File: src/rtl/onehot_seq_pkg.sv
// Shared constants, phase encoding and helper functions for the one-hot sequencer.
package onehot_seq_pkg;

   localparam int MAX_STATES = 32;
   localparam int MAX_CFG_W  = 256;
   localparam int IDLE_BIT   = 0;

   typedef enum logic [1:0] {
      PH_IDLE,
      PH_WORK,
      PH_DONE,
      PH_BAD
   } phase_e;

   function automatic int done_bit(input int num_states);
      return num_states - 1;
   endfunction

   function automatic logic is_onehot(input logic [MAX_STATES-1:0] v);
      return (v != '0) && ((v & (v - 1'b1)) == '0);
   endfunction

   // Stage k (1-based) occupies cfg[(k-1)*dwell_w +: dwell_w].
   function automatic logic [31:0] dwell_slice(input logic [MAX_CFG_W-1:0] cfg,
                                               input int k, input int dwell_w);
      logic [MAX_CFG_W-1:0] sh;
      sh = cfg >> ((k - 1) * dwell_w);
      return sh[31:0] & ((32'd1 << dwell_w) - 32'd1);
   endfunction

endpackage

File: src/rtl/onehot_dwell_cnt.sv
// Per-stage dwell counter: load on stage entry, clear outside work stages,
// otherwise count down to zero and hold.
module onehot_dwell_cnt #(
   parameter int DWELL_W = 4
) (
   input  logic               clk,
   input  logic               rst,
   input  logic               load_i,
   input  logic               clear_i,
   input  logic [DWELL_W-1:0] load_val_i,
   output logic [DWELL_W-1:0] cnt_o,
   output logic               zero_o
);

   logic [DWELL_W-1:0] cnt_q, cnt_d;

   always_comb begin
      cnt_d = cnt_q;
      if (clear_i)
         cnt_d = '0;
      else if (load_i)
         cnt_d = load_val_i;
      else if (cnt_q != '0)
         cnt_d = cnt_q - 1'b1;
   end

   always_ff @(posedge clk or posedge rst) begin
      if (rst)
         cnt_q <= '0;
      else
         cnt_q <= cnt_d;
   end

   assign cnt_o  = cnt_q;
   assign zero_o = (cnt_q == '0);

endmodule

File: src/rtl/onehot_seq_fsm.sv
// One-hot start/done sequencer with programmable per-stage dwell and abort.
// Define ONEHOT_SEQ_ILLEGAL_CHECK_EN to add illegal-state detection and recovery.
module onehot_seq_fsm
   import onehot_seq_pkg::*;
#(
   parameter int NUM_STATES = 4,
   parameter int DWELL_W    = 4
) (
   input  logic                            clk,
   input  logic                            rst,
   input  logic                            start,
   input  logic                            abort,
   input  logic [(NUM_STATES-2)*DWELL_W-1:0] dwell_cfg,
   output logic [NUM_STATES-1:0]           state,
   output logic                            busy,
   output logic                            done,
   output logic                            aborted,
   output logic [DWELL_W-1:0]              stage_cnt,
   output logic                            err
);

   localparam int DONE_BIT = done_bit(NUM_STATES);

   logic [NUM_STATES-1:0] state_q, state_d;
   logic                  aborted_q, aborted_d;
   logic                  illegal;
   phase_e                phase;
   logic                  next_work;
   logic                  cnt_load, cnt_clear, cnt_zero;
   logic [DWELL_W-1:0]    cnt_load_val, cnt_val;
   logic [MAX_CFG_W-1:0]  cfg_ext;

   assign cfg_ext = MAX_CFG_W'(dwell_cfg);

`ifdef ONEHOT_SEQ_ILLEGAL_CHECK_EN
   logic err_q, err_d;

   assign illegal = ~is_onehot(MAX_STATES'(state_q));
   assign err_d   = err_q | illegal;

   always_ff @(posedge clk or posedge rst) begin
      if (rst)
         err_q <= 1'b0;
      else
         err_q <= err_d;
   end

   assign err = err_q;
`else
   assign illegal = 1'b0;
   assign err     = 1'b0;
`endif

   always_comb begin
      phase = PH_BAD;
      if (illegal)
         phase = PH_BAD;
      else if (state_q[IDLE_BIT])
         phase = PH_IDLE;
      else if (state_q[DONE_BIT])
         phase = PH_DONE;
      else if (|state_q[NUM_STATES-2:1])
         phase = PH_WORK;
   end

   // Abort outranks start and dwell expiry; a work stage simply shifts to its successor.
   always_comb begin
      state_d   = state_q;
      aborted_d = 1'b0;
      case (phase)
         PH_IDLE: begin
            if (start && !abort) begin
               state_d    = '0;
               state_d[1] = 1'b1;
            end
         end
         PH_WORK: begin
            if (abort) begin
               state_d           = '0;
               state_d[IDLE_BIT] = 1'b1;
               aborted_d         = 1'b1;
            end else if (cnt_zero) begin
               state_d = state_q << 1;
            end
         end
         default: begin
            state_d           = '0;
            state_d[IDLE_BIT] = 1'b1;
         end
      endcase
   end

   assign next_work = |state_d[NUM_STATES-2:1];
   assign cnt_load  = next_work && (state_d != state_q);
   assign cnt_clear = ~next_work;

   always_comb begin
      cnt_load_val = '0;
      for (int k = 1; k <= NUM_STATES - 2; k++) begin
         if (state_d[k])
            cnt_load_val = DWELL_W'(dwell_slice(cfg_ext, k, DWELL_W));
      end
   end

   onehot_dwell_cnt #(
      .DWELL_W (DWELL_W)
   ) u_dwell_cnt (
      .clk        (clk),
      .rst        (rst),
      .load_i     (cnt_load),
      .clear_i    (cnt_clear),
      .load_val_i (cnt_load_val),
      .cnt_o      (cnt_val),
      .zero_o     (cnt_zero)
   );

   always_ff @(posedge clk or posedge rst) begin
      if (rst) begin
         state_q   <= NUM_STATES'(1);
         aborted_q <= 1'b0;
      end else begin
         state_q   <= state_d;
         aborted_q <= aborted_d;
      end
   end

   assign state     = state_q;
   assign busy      = |state_q[NUM_STATES-2:1];
   assign done      = state_q[DONE_BIT];
   assign aborted   = aborted_q;
   assign stage_cnt = cnt_val;

endmodule
File: config.mk
export PLATFORM = sky130hd
export DESIGN_NAME = onehot_seq_fsm
export DESIGN_NICKNAME = d
export VERILOG_FILES = /design/src/rtl/onehot_seq_pkg.sv /design/src/rtl/onehot_dwell_cnt.sv /design/src/rtl/onehot_seq_fsm.sv
export SDC_FILE = /design/constraint.sdc
export NUM_CORES = 1
export LEC_CHECK = 0
export ABC_AREA = 0
export ABC_CLOCK_PERIOD_IN_PS = 2370
export CAP_MARGIN = 5
export CORE_AREA = 2 2 39 41
export CTS_BUF_LIST = sky130_fd_sc_hd__clkbuf_16
export DETAILED_ROUTE_END_ITERATION = 6
export DIE_AREA = 0 0 41 43
export DONT_BUFFER_PORTS = 1
export GPL_TIMING_DRIVEN = 0
export SYNTH_ARGS = -nofsm -noshare
export SYNTH_HDL_FRONTEND = slang
export SYNTH_HIERARCHICAL = 1
export SYNTH_SLANG_ARGS = --single-unit
File: constraint.sdc
create_clock -name clk -period 2.37 [get_ports clk]
set_input_delay 0.474 -clock clk [delete_from_list [all_inputs] [get_ports clk]]
set_output_delay 0.474 -clock clk [all_outputs]
set_load 0.01 [all_outputs]
==> results.toml <==
[min_path]
hold_class = "input port to async pin"

[finish]
multiInputGateArea_um2 = 344
ff_latch_area_um2 = 226
nNetsFinal = 86
diodes = 0
syn_to_final_growth_pct = 18.5
n_fill_cell = 122
final_cells = 87
final_common_cell = "nand2_1"
drive_gt1_frac = 0.211
layout_common_cells = "nand2_1 (10), inv_1 (9), dfrtp_1 (8)"

[sta]
slew_viol_final = 0
finalCritPeriodShare = 0.951
clock.fmax_mhz = 444
setup_viol = 0
setup_ws_ps = 115
hold_violations = 0
layout_min_cycle_time_ps = 2250
clock_skew_ps = 0.613
fin_setup_tns_ps = 0
rsz0062_at_grt = "no"

[placed_design]
dp_cells = 81
routabilityCongestion = 0.835
dp_hpwl_um = 901
numPortBuffers = 0
place_ws_ps = 47.3

[yosys]
synth-simple-area-share = 0.289
synthesis.area_um2 = 616
synth_cell_types = 29
muxShareOfSynthArea = 0.0813
synth_top_family_by_area = "simple AND/OR/NAND/NOR gates"
yosys.area_share.xor_xnor = 0.0427
synth.area.top_cells = "dfrtp_1 (33%), mux2i_1 (8.1%), nand2_1 (6.1%), inv_1 (4.9%), dfstp_2 (4.3%)"
synth_largest_area_cell = "dfrtp_1"
synth_nets = 79
ys_seq_area_frac = 0.368
netlist_instances = 65
ys_ff_latch = 9
ys_warn_count = 6
synth_compound_area_frac = 0.0996
synth_top_area_share = 0.325
synth_fa_ha_area_frac = 0.0407
synth_area_per_cell_um2 = 9.47

[critical_path]
ff2ff_path_depth = 7
endpoint_kind = "flip-flop"
path_cells = "inv_1, ha_1, nor3b_4, or4b_4, nand3_4, nor2_1, o41ai_1"
required_ps = 2460
cp-start-kind = "flip-flop"
crit_type = "flip-flop to flip-flop"
crit_fanout = 6
cp_data_arrival_time_ps = 2340
slowest_delay_ps = 560
slowest_stage = "or4b_4"
rrSetupSlack_ps = 120

[grt]
grt_pass1_vias = 448
antenna_found_initial = 0
grt_pass1_wl_um = 1910
grt_usage = 0.169
overflow = 0
grt_max_degree = 9

[cts]
cts_max_level = 1
clk-insertion-delay-late_ps = 230
numCtsBuffers = 3
clock-sinks = 9
hold_buffers = 0
clk_path_buf_depth = 2
clockRootBuffer = "clkbuf_16"
cts_tree = "done"
clk_pin_slew_ps = 40

[drt]
totalWireLength_um = 1200
viasPerCell = 5.25
routedWlPerCell_um = 13.8
dr.max_layer_used = "met4"
dr.pass1.iters = 4
wirelength_met1_um = 517
vias = 457
drtIter0Drc = 7
drc_errors = 0
ant_nets = 0
wl_met2_um = 577
wl_met3_um = 77

[run]
cap_violations = 0

[power_and_ir_drop]
p_per_area_nw_per_um2 = 1340
leakage_nw = 0.351
ir_worst_vdd_mv = 0.485

[run_status]
status = "complete, no violations"

[floorplanning]
chipHeight_um = 43
fp.coreArea_um2 = 1380
num_io_pins = 24
rows = 14
die_w_um = 41
die_area_um2 = 1760
start_util = 0.445
-- critical path: cells and delay by family (launching register included) --
family          cells  cell delay, ps
fa+ha+maj           1             200
buf+inv             1             100
simple gates        4             910
compound gates      1             450
flops               1             450
-- report_power, final --
group | internal, mW | switching (mW) | total [mW]
sequential | 0.204 | 0.0852 | 0.290
combinational | 0.207 | 0.193 | 0.400
clock | 0.220 | 0.0696 | 0.290
-- kinds of logic after synthesis --
logic type                 count (synthesis)
xor gates and xnor gates                   3
DFF                                        9
AOI/OAI and AO/OA                          8
other                                      1
muxes                                      5
buffers and inverters                     10
adders and majority gates                  2
and+or+nand+nor                           27
-- cell usage after synthesis, drive strengths merged --
cell     n
nand2   11
dfrtp    8
inv      8
mux2i    5
nor2     3
xnor2    3
a21oi    2
a22o     2
buf      2
ha       2
nand3    2
nor3     2
a21o     1
a32o     1
and3     1
conb     1
dfstp    1
nand2b   1
nand3b   1
nor2b    1
nor3b    1
nor4b    1
o211ai   1
o41ai    1
or2      1
or3      1
or4b     1
-- through the flow --
stage                     total power, mW  hold slack [ps]  instance area, um2   util
after floorplan                     0.587              240                 616      -
after global placement              0.650              254                 636  0.459
after detailed placement            0.656              261                 636  0.459
after CTS                           0.985             15.4                 729  0.527
after global routing                 1.05             18.4                 729  0.527
final                               0.979             13.5                 729  0.527
-- repair_timing --
item | in CTS | in global routing
endpoints found under the setup margin | 1 | 0
buffers inserted | 2 | 0
resized for setup | 0 | 0
-- sequential cells by signal, indices dropped and copies added (netlist names) --
signal and flops:
aborted 1, state 4, u_dwell_cnt/cnt_o 4
-- final timing paths --
| kind | startpoint | to |
|---|---|---|
| hold / removal | rst | u_dwell_cnt/cnt_o[3] |
| setup reg to reg | u_dwell_cnt/cnt_o[0] | u_dwell_cnt/cnt_o[3] |
| hold reg to reg | state[2] | state[3] |
| setup / recovery | u_dwell_cnt/cnt_o[0] | u_dwell_cnt/cnt_o[3] |
| min in group clk | abort | state[0] |
| max in group asynchronous | rst | state[0] |
-- area by class of cell --
class	count	share of cell area
Clock buffer	3	0.103
Multi-Input combinational cell	46	0.472
Buffer	2	0.0206
Inverter	8	0.0412
Tap cell	16	0.0274
Timing Repair Buffer	2	0.0206
Sequential cell	9	0.310
Clock inverter	1	0.00515
-- per-layer routing --
metal,global-route usage,up-vias
met5,0,-
met4,0.100,0
met3,0.0628,4
met2,0.231,16
met1,0.217,208
li1,-,229
Note: power is estimated with default switching activity, not from simulation.
